<file path="config.mk">
export PLATFORM = sky130hd
export DESIGN_NAME = audio_frame_packer
export DESIGN_NICKNAME = d
export VERILOG_FILES = /design/src/rtl/audio_frame_packer.sv
export SDC_FILE = /design/constraint.sdc
export NUM_CORES = 1
export LEC_CHECK = 0
export CORE_ASPECT_RATIO = 1.2
export CORE_UTILIZATION = 45
export CTS_CLUSTER_SIZE = 30
export DETAILED_ROUTE_END_ITERATION = 8
export HOLD_SLACK_MARGIN = 0.12
export SKIP_CTS_REPAIR_TIMING = 1
export SYNTH_ARGS = -nofsm -noshare
export SYNTH_HDL_FRONTEND = slang
export SYNTH_SLANG_ARGS = --single-unit
</file>
<file path="constraint.sdc">
create_clock -name AXIS_ACLK -period 5.7 [get_ports AXIS_ACLK]
set_input_delay 1.14 -clock AXIS_ACLK [delete_from_list [all_inputs] [get_ports AXIS_ACLK]]
set_output_delay 1.14 -clock AXIS_ACLK [all_outputs]
set_load 0.01 [all_outputs]
</file>
<file path="src/rtl/audio_frame_packer.sv">
// Pairs interleaved L/R AXI-Stream words into averaged mono samples, buffers them
// in a first-word-fall-through FIFO and emits FRAME_LEN-sample frames with TLAST.
module audio_frame_packer #(
  parameter int DATA_WIDTH   = 32,
  parameter int SAMPLE_WIDTH = 24,
  parameter int FRAME_LEN    = 1024,
  parameter int FIFO_DEPTH   = 16
) (
  input  logic                          AXIS_ACLK,
  input  logic                          AXIS_ARESETN,
  input  logic                          S_AXIS_TVALID,
  output logic                          S_AXIS_TREADY,
  input  logic [DATA_WIDTH-1:0]         S_AXIS_TDATA,
  input  logic                          S_AXIS_TLAST,
  output logic                          M_AXIS_TVALID,
  input  logic                          M_AXIS_TREADY,
  output logic [DATA_WIDTH-1:0]         M_AXIS_TDATA,
  output logic                          M_AXIS_TLAST,
  output logic [$clog2(FIFO_DEPTH):0]   fifo_level,
  output logic [15:0]                   sync_errors,
  output logic [15:0]                   frame_count
);

  localparam int PTR_W = $clog2(FIFO_DEPTH);
  localparam int LVL_W = PTR_W + 1;
  localparam int IDX_W = $clog2(FRAME_LEN);
  localparam int EXT_W = DATA_WIDTH - SAMPLE_WIDTH;

  typedef enum logic {WAIT_L, WAIT_R} state_t;

  state_t                    state_q, state_d;
  logic [SAMPLE_WIDTH-1:0]   l_q;
  logic                      l_load, err_inc, wr_en, rd_en, s_hs;
  logic [SAMPLE_WIDTH-1:0]   in_sample, mono, head_d, tdata_q;
  logic [SAMPLE_WIDTH:0]     sum;
  logic [SAMPLE_WIDTH-1:0]   mem [FIFO_DEPTH];
  logic [PTR_W-1:0]          wr_ptr_q, rd_ptr_q, rd_ptr_nx;
  logic [LVL_W-1:0]          level_q, level_after_rd, level_d;
  logic [IDX_W-1:0]          idx_q, idx_d;
  logic                      tvalid_q, tlast_q;
  logic [15:0]               sync_errors_q, frame_count_q;
  logic                      unused_bits;

  assign in_sample = S_AXIS_TDATA[DATA_WIDTH-1 -: SAMPLE_WIDTH];
  assign unused_bits = ^{S_AXIS_TDATA[EXT_W-1:0], sum[0]};

  // Sign-extend both channels one bit so the sum cannot overflow; dropping
  // bit 0 is the arithmetic shift that rounds toward -inf.
  assign sum  = {l_q[SAMPLE_WIDTH-1], l_q} + {in_sample[SAMPLE_WIDTH-1], in_sample};
  assign mono = sum[SAMPLE_WIDTH:1];

  assign rd_en         = tvalid_q & M_AXIS_TREADY;
  assign S_AXIS_TREADY = (state_q == WAIT_L) || (level_q != LVL_W'(FIFO_DEPTH)) || rd_en;
  assign s_hs          = S_AXIS_TVALID & S_AXIS_TREADY;

  // NOTE: every always_comb output gets a default first so no path leaves a latch.
  always_comb begin
    state_d = state_q;
    l_load  = 1'b0;
    err_inc = 1'b0;
    wr_en   = 1'b0;
    case (state_q)
      WAIT_L: if (s_hs) begin
        if (S_AXIS_TLAST) err_inc = 1'b1;
        else begin
          l_load  = 1'b1;
          state_d = WAIT_R;
        end
      end
      WAIT_R: if (s_hs) begin
        if (S_AXIS_TLAST) begin
          wr_en   = 1'b1;
          state_d = WAIT_L;
        end else begin
          l_load  = 1'b1;
          err_inc = 1'b1;
        end
      end
      default: state_d = WAIT_L;
    endcase
  end

  // Next head of the FIFO: a write into a FIFO that is empty after this
  // cycle's read bypasses straight to the output register.
  always_comb begin
    rd_ptr_nx      = rd_ptr_q + PTR_W'(rd_en);
    level_after_rd = level_q - LVL_W'(rd_en);
    level_d        = level_after_rd + LVL_W'(wr_en);
    idx_d          = idx_q + IDX_W'(rd_en);
    head_d         = (wr_en && level_after_rd == '0) ? mono : mem[rd_ptr_nx];
  end

  // NOTE: sample storage has no reset; valid data is tracked by the pointers and level.
  always_ff @(posedge AXIS_ACLK) begin
    if (wr_en) mem[wr_ptr_q] <= mono;
  end

  // NOTE: sequential state uses non-blocking assignments only.
  always_ff @(posedge AXIS_ACLK or negedge AXIS_ARESETN) begin
    if (!AXIS_ARESETN) begin
      state_q       <= WAIT_L;
      l_q           <= '0;
      wr_ptr_q      <= '0;
      rd_ptr_q      <= '0;
      level_q       <= '0;
      idx_q         <= '0;
      tvalid_q      <= 1'b0;
      tlast_q       <= 1'b0;
      tdata_q       <= '0;
      sync_errors_q <= '0;
      frame_count_q <= '0;
    end else begin
      state_q  <= state_d;
      if (l_load) l_q <= in_sample;
      wr_ptr_q <= wr_ptr_q + PTR_W'(wr_en);
      rd_ptr_q <= rd_ptr_nx;
      level_q  <= level_d;
      idx_q    <= idx_d;
      tvalid_q <= (level_d != '0);
      tlast_q  <= (level_d != '0) && (idx_d == IDX_W'(FRAME_LEN - 1));
      if (level_d != '0) tdata_q <= head_d;
      if (err_inc && sync_errors_q != 16'hFFFF) sync_errors_q <= sync_errors_q + 16'd1;
      if (rd_en && tlast_q) frame_count_q <= frame_count_q + 16'd1;
    end
  end

  assign M_AXIS_TVALID = tvalid_q;
  assign M_AXIS_TLAST  = tlast_q;
  assign M_AXIS_TDATA  = {{EXT_W{tdata_q[SAMPLE_WIDTH-1]}}, tdata_q};
  assign fifo_level    = level_q;
  assign sync_errors   = sync_errors_q;
  assign frame_count   = frame_count_q;

endmodule

</file>
==> out/metrics.csv, run 1 <==
stage,metric,value,unit
cells_and_area,footprint of the multi-input gates,5987,um2
cts,CTS sink cnt,490,
worst_setup_path,Register-to-Register Path Depth,12,
global_routing,overall global routing resource usage,0.2078,
timing,Final period util,0.7844,
cts,Num CTS Buffers,50,
synth,"EDFF count, synth",384,
place,routability cong.,0.7849,
drt,average wire per standard cell,23.29,um
worst_setup_path,reg2reg end,tdata_q[20],
die,core area,44770,um2
synth,async set or reset register ratio after synthesis,0.2163,
outcome,status,finished clean,
cts,clk slew on worst S/H paths,0.06,ns
worst_setup_path,CP Class,in2reg,
worst_setup_path,CP Capture Point,tdata_q[20],
cells_and_area,Nets,1415,
cells_and_area,area grow syn2layout,18.11,%
cts,Root Buffer,clkbuf_16,
drt,Routed Antenna Nets,0,
synth,dominant cell type by area after synthesis,edfxtp_1,
timing,Final Hold Fails,0,
cells_and_area,layout cells sized above 1,0.2046,
drt,vias,11280,
worst_setup_path,Critical R2R Launch,fifo_level[3],
cells_and_area,filler instances,3627,
synth,synthesis warning total,0,
cells_and_area,final core utilization,0.5386,
timing,Final min period,4.471,ns
cts,CTS tree,built,
worst_setup_path,CP arrival,4.93,ns
synth,"FF+latch count, synth",490,
worst_setup_path,Critical Path RT,6.16,ns
synth,Avg Inst Size Synth,16.99,um2
drt,vias per cell,5.661,
cells_and_area,diode count,0,
drt,Iter 0 DRT Violations,804,
timing,unrepaired setup endpoints after global routing,false,
die,I/O pin count,109,
cts,clk_lat worst skew,0.58,ns
timing,Final Max Slew Viols,0,
worst_setup_path,CP Max Fanout,14,
global_routing,GRT Residual Overflow,0,
worst_setup_path,critical path endpoint category,register,
power_and_ir_drop,Lkg Pwr,8.488,nW
power_and_ir_drop,power density over cell area,531.2,nW/um2
drt,# DRC,0,
timing,Final setup viols,0,
power_and_ir_drop,peak supply drop,0.4045,mV
cells_and_area,Storage cell area,14180,um2
synth,"Seq/Total Area, Yosys",0.6947,
global_routing,global-route wire length before repair,70.79,mm
synth,Synth Instances,1202,
cells_and_area,most frequent cells in the layout,"edfxtp_1 (384), nand2_1 (119), dfrtp_1 (106), mux4_2 (106), clkdlybuf4s50_1 (99)",
synth,syn_nets,1275,
synth,post-synth top area share,0.5648,
timing,setup clock skew after layout,0.01090,ns
timing,Fmax,0.2237,GHz
synth,library cells used by synthesis,57,
timing,setup_tns,0,ns
cts,H-Tree Depth,2,
synth,Main synth FF type,edfxtp_1,
die,die area,46230,um2
drt,Routed WL,46.40,mm
cells_and_area,"most common cell after layout, fill and taps aside",edfxtp_1,
flow_run,Max Cap Violations,0,
timing,Worst Max-Slew Pin Slew,1.334,ns
die,die height,235.3,um
synth,"top cells by area, synth","edfxtp_1 (56%), dfrtp_1 (13%), mux4_2 (12%), nand2_1 (2.2%), ha_1 (2.1%)",
global_routing,vias in the first global route,11620,
place,IO buf count,100,
worst_setup_path,Worst setup startpoint,M_AXIS_TREADY,
global_routing,largest net degree at the start of global routing,67,
die,initial core utilization,0.4560,
min_path,worst hold path class,reg2reg,
worst_setup_path,Startpoint Class,input port,
cts,clock tree buffer depth,3,
die,num rows,85,
global_routing,initial antenna violation count,0,
timing,Max-slew headroom,0.1079,
die,Die Width,196.4,um
place,dpl hpwl,26.06,mm
drt,count of TritonRoute iterations in the first routing pass,5,
synth,Mapped Area,20420,um2
worst_setup_path,flop-to-flop setup slack,1.73,ns
-- layout make-up --
class	count	share of cell area
timing repair buffer	147	0.05811
clock buffer	68	0.05910
tap	609	0.03160
inverter	19	0.002957
sequential	490	0.5882
multi-input combinational	634	0.2483
clock inverter	25	0.01183
-- Yosys cell counts, drive strengths merged (13+ instances only) --
library cell / count
edfxtp: 384
nand2: 119
dfrtp: 106
o21ai: 27
a311oi: 14
nand4: 13
and3: 34
inv: 19
nand3: 23
nor2: 32
clkbuf: 28
a21oi: 44
ha: 35
mux2: 25
buf: 31
xnor2: 38
xor2: 31
mux4: 106
-- per-layer routing --
layer | track usage | wire length, um
met2 | 0.3423 | 22570
met1 | 0.2841 | 19740
met3 | 0.03711 | 2981
met5 | 0 | 0
met4 | 0.05848 | 1106
-- report_power, final --
group | internal [mW] | total [mW] | switching (mW)
Combinational | 2.22 | 4.67 | 2.45
Clock | 2.02 | 3.38 | 1.35
Sequential | 4.52 | 4.76 | 0.235
Total | 8.77 | 12.8 | 4.04
-- critical path: stages --
cell	delay, ns
clkdlybuf4s50_1	0.46
a211o_1	0.28
o2111ai_1	0.59
inv_1	0.20
ha_1	0.28
ha_1	0.28
nor2_1	0.15
o211ai_1	0.17
a211oi_4	0.30
buf_4	0.28
inv_2	0.20
and4_1	0.24
or3_1	0.33
-- state kept, by name (all words and copies together) (netlist names), 5 cells and up, named ones only --
name / flops
l_q: 24
fifo_level: 5
tdata_q: 24
frame_count: 16
sync_errors: 16
idx_q: 10
mem: 384
-- how the worst min path moves through the flow --
stage	startpoint	end	slack, ns	depth (start not counted)
floorplan	idx_q[9]	idx_q[9]	0.45	1
global placement	frame_count[15]	frame_count[15]	0.46	1
detailed placement	frame_count[15]	frame_count[15]	0.47	1
CTS	frame_count[15]	frame_count[15]	0.48	1
global route	idx_q[8]	idx_q[8]	0.50	1
finish	frame_count[15]	frame_count[15]	0.47	1
-- cells by family (layout without fill, tap and decap cells) --
kind of cell | Yosys count | in the layout | share of synthesized area
buffers and inverters | 78 | 259 | 0.01765
DFF | 490 | 490 | 0.6947
xor gates and xnor gates | 69 | 69 | 0.02960
adders and majority gates | 36 | 36 | 0.02243
muxes | 132 | 132 | 0.1312
AOI/OAI and AO/OA | 133 | 133 | 0.04216
and+or+nand+nor | 264 | 264 | 0.06226
-- metrics by stage --
stage / std cells / hold WS [ns] / power [mW] / setup slack, ns / cell area (um2)
after detailed placement: 1899 / 0.4683 / 9.566 / 0.6588 / 22410
after CTS: 1992 / 0.4762 / 12.96 / 1.267 / 24120
after floorplan: 1202 / 0.4450 / 7.976 / 1.046 / 20420
final: 1992 / 0.4712 / 12.81 / 1.229 / 24120
after global routing: 1992 / 0.5048 / 13.45 / 1.036 / 24120
after global placement: 1899 / 0.4621 / 9.507 / 0.7371 / 22410
No activity file was read; power rests on OpenSTA's default activity.
==> run 2: changes to the inputs <==
Settings changed: PLACE_DENSITY set to 0.65.
Clock period 5.7 ns to 4.1 ns, I/O delays scaled along.
==> run 2 against run 1 <==
First-iteration DRC count up 19%. Register-to-register slack worse by 0.78 ns. Clock skew up 0.0093 ns. Total power up 39%. Design area up 1.2%. Via count down 0.18%. Clock power up 32%. Critical path type unchanged.
==> out/metrics.csv, run 2 (synthesis results as in run 1) <==
stage,metric,value,unit
global_routing,overall global routing resource usage,0.2013,
die,Die Width,196.4,um
place,routability cong.,0.8495,
timing,worst hold slack,0.2803,ns
power_and_ir_drop,peak supply drop,0.4751,mV
timing,Worst Max-Slew Pin Slew,0.9414,ns
global_routing,vias in the first global route,11220,
outcome,status,finished clean,
timing,unrepaired setup endpoints after global routing,false,
drt,# DRC,0,
drt,Routed WL,45.18,mm
global_routing,initial antenna violation count,0,
timing,Fmax,0.2921,GHz
cells_and_area,Largest regs,"mem: 384 flops, l_q: 24 flops, tdata_q: 24 flops",
global_routing,largest net degree at the start of global routing,58,
power_and_ir_drop,sequential power share,0.371,
power_and_ir_drop,Sw Ratio,0.3152,
power_and_ir_drop,Pint,12.21,mW
worst_setup_path,Startpoint Class,input port,
cts,clk slew on worst S/H paths,0.06,ns
cts,CTS tree,built,
timing,Final period util,0.8349,
cts,Root Buffer,clkbuf_16,
drt,vias per cell,5.564,
cells_and_area,layout cells sized above 1,0.2192,
die,die area,46230,um2
power_and_ir_drop,power share of the clock group,0.250,
cts,Num CTS Buffers,48,
cells_and_area,most flop-heavy register,mem,
worst_setup_path,Critical Path RT,4.57,ns
die,num rows,85,
cts,H-Tree Depth,2,
power_and_ir_drop,combinational cell fraction of total power,0.380,
cells_and_area,"most common cell after layout, fill and taps aside",edfxtp_1,
timing,setup_tns,0,ns
die,I/O pin count,109,
place,dpl hpwl,27.21,mm
power_and_ir_drop,power density over cell area,730.7,nW/um2
place,dpl ws,0.07182,ns
cells_and_area,Nets,1448,
timing,Max-slew headroom,0.3679,
cells_and_area,number of flip-flops in the largest register,384,
worst_setup_path,CP arrival,3.89,ns
drt,Routed Antenna Nets,0,
worst_setup_path,CP Max Fanout,8,
power_and_ir_drop,NetSw,5.619,mW
die,die height,235.3,um
cells_and_area,most frequent cells in the layout,"edfxtp_1 (384), nand2_1 (119), dfrtp_1 (106), mux4_2 (106), clkdlybuf4s50_1 (99)",
worst_setup_path,CP Class,in2reg,
timing,setup clock skew after layout,0.02023,ns
timing,Final Hold Fails,0,
cts,clock tree buffer depth,3,
die,initial core utilization,0.4560,
min_path,worst hold path class,in2async,
power_and_ir_drop,Lkg Pwr,8.636,nW
drt,count of TritonRoute iterations in the first routing pass,5,
worst_setup_path,critical path endpoint category,register,
drt,average wire per standard cell,22.33,um
flow_run,Max Cap Violations,0,
cells_and_area,area grow syn2layout,19.50,%
timing,Final setup viols,0,
cts,clk_lat worst skew,0.60,ns
die,core area,44770,um2
timing,"Worst Setup Slack, final",0.6769,ns
timing,Final Max Slew Viols,0,
cts,CTS sink cnt,490,
place,IO buf count,100,
cells_and_area,diode count,0,
timing,Final min period,3.423,ns
drt,Iter 0 DRT Violations,954,
global_routing,global-route wire length before repair,68.56,mm
drt,vias,11260,
global_routing,GRT Residual Overflow,0,
-- run 2: worst paths after layout --
kind	start	endpoint	slack (ns)	cells after the start
max in group asynchronous	AXIS_ARESETN	l_q[1]	3.01	2
hold reg to reg	frame_count[15]	frame_count[15]	0.47	1
hold / removal	AXIS_ARESETN	sync_errors[4]	0.28	1
setup / recovery	M_AXIS_TREADY	tdata_q[20]	0.68	12
setup reg to reg	M_AXIS_TVALID	tdata_q[20]	0.95	11
min in group AXIS_ACLK	frame_count[15]	frame_count[15]	0.47	1
-- run 2: metrics by stage --
step / utilization / area [um2] / total power [mW] / instances
finish: 0.5449 / 24400 / 17.83 / 2023
global route: 0.5449 / 24400 / 18.67 / 2023
CTS: 0.5449 / 24400 / 18.05 / 2023
detailed placement: 0.5092 / 22800 / 13.58 / 1934
global placement: 0.5092 / 22800 / 13.47 / 1934
floorplan: - / 20420 / 11.09 / 1202
-- run 2: power groups by stage --
stage	clock network, mW	registers, mW	logic (mW)
6_report	4.45	6.61	6.77
4_1_cts	4.55	6.62	6.88
2_1_floorplan	0	6.68	4.41
3_3_place_gp	0	6.70	6.76
5_1_grt	4.71	6.66	7.30
3_5_place_dp	0	6.71	6.86
-- run 2: cell type report --
cell class | count | area [um2]
Clock inverter | 18 | 229.0
Fill cell | 3543 | 20380
Clock buffer | 71 | 1369
Inverter | 19 | 71.32
Multi-Input combinational cell | 634 | 5995
Tap cell | 609 | 762.0
Timing Repair Buffer | 182 | 1789
Sequential cell | 490 | 14180
-- run 2: worst max-delay path, cell delays in order --
cell             delay, ns
clkdlybuf4s50_1       0.47
and2_1                0.19
ha_1                  0.20
ha_1                  0.29
inv_1                 0.10
ha_1                  0.21
nand2_1               0.05
or4_1                 0.53
a211oi_4              0.35
buf_4                 0.26
nor4_1                0.06
or3_1                 0.37
-- run 2: layer usage --
| metal | wire (um) | vias to the layer above | global-route usage |
|---|---|---|---|
| met5 | 0 | - | 0 |
| met4 | 962 | 0 | 0.05990 |
| met3 | 2406 | 70 | 0.02923 |
| met2 | 23350 | 292 | 0.3491 |
| met1 | 18460 | 5845 | 0.2623 |
| li1 | - | 5049 | - |
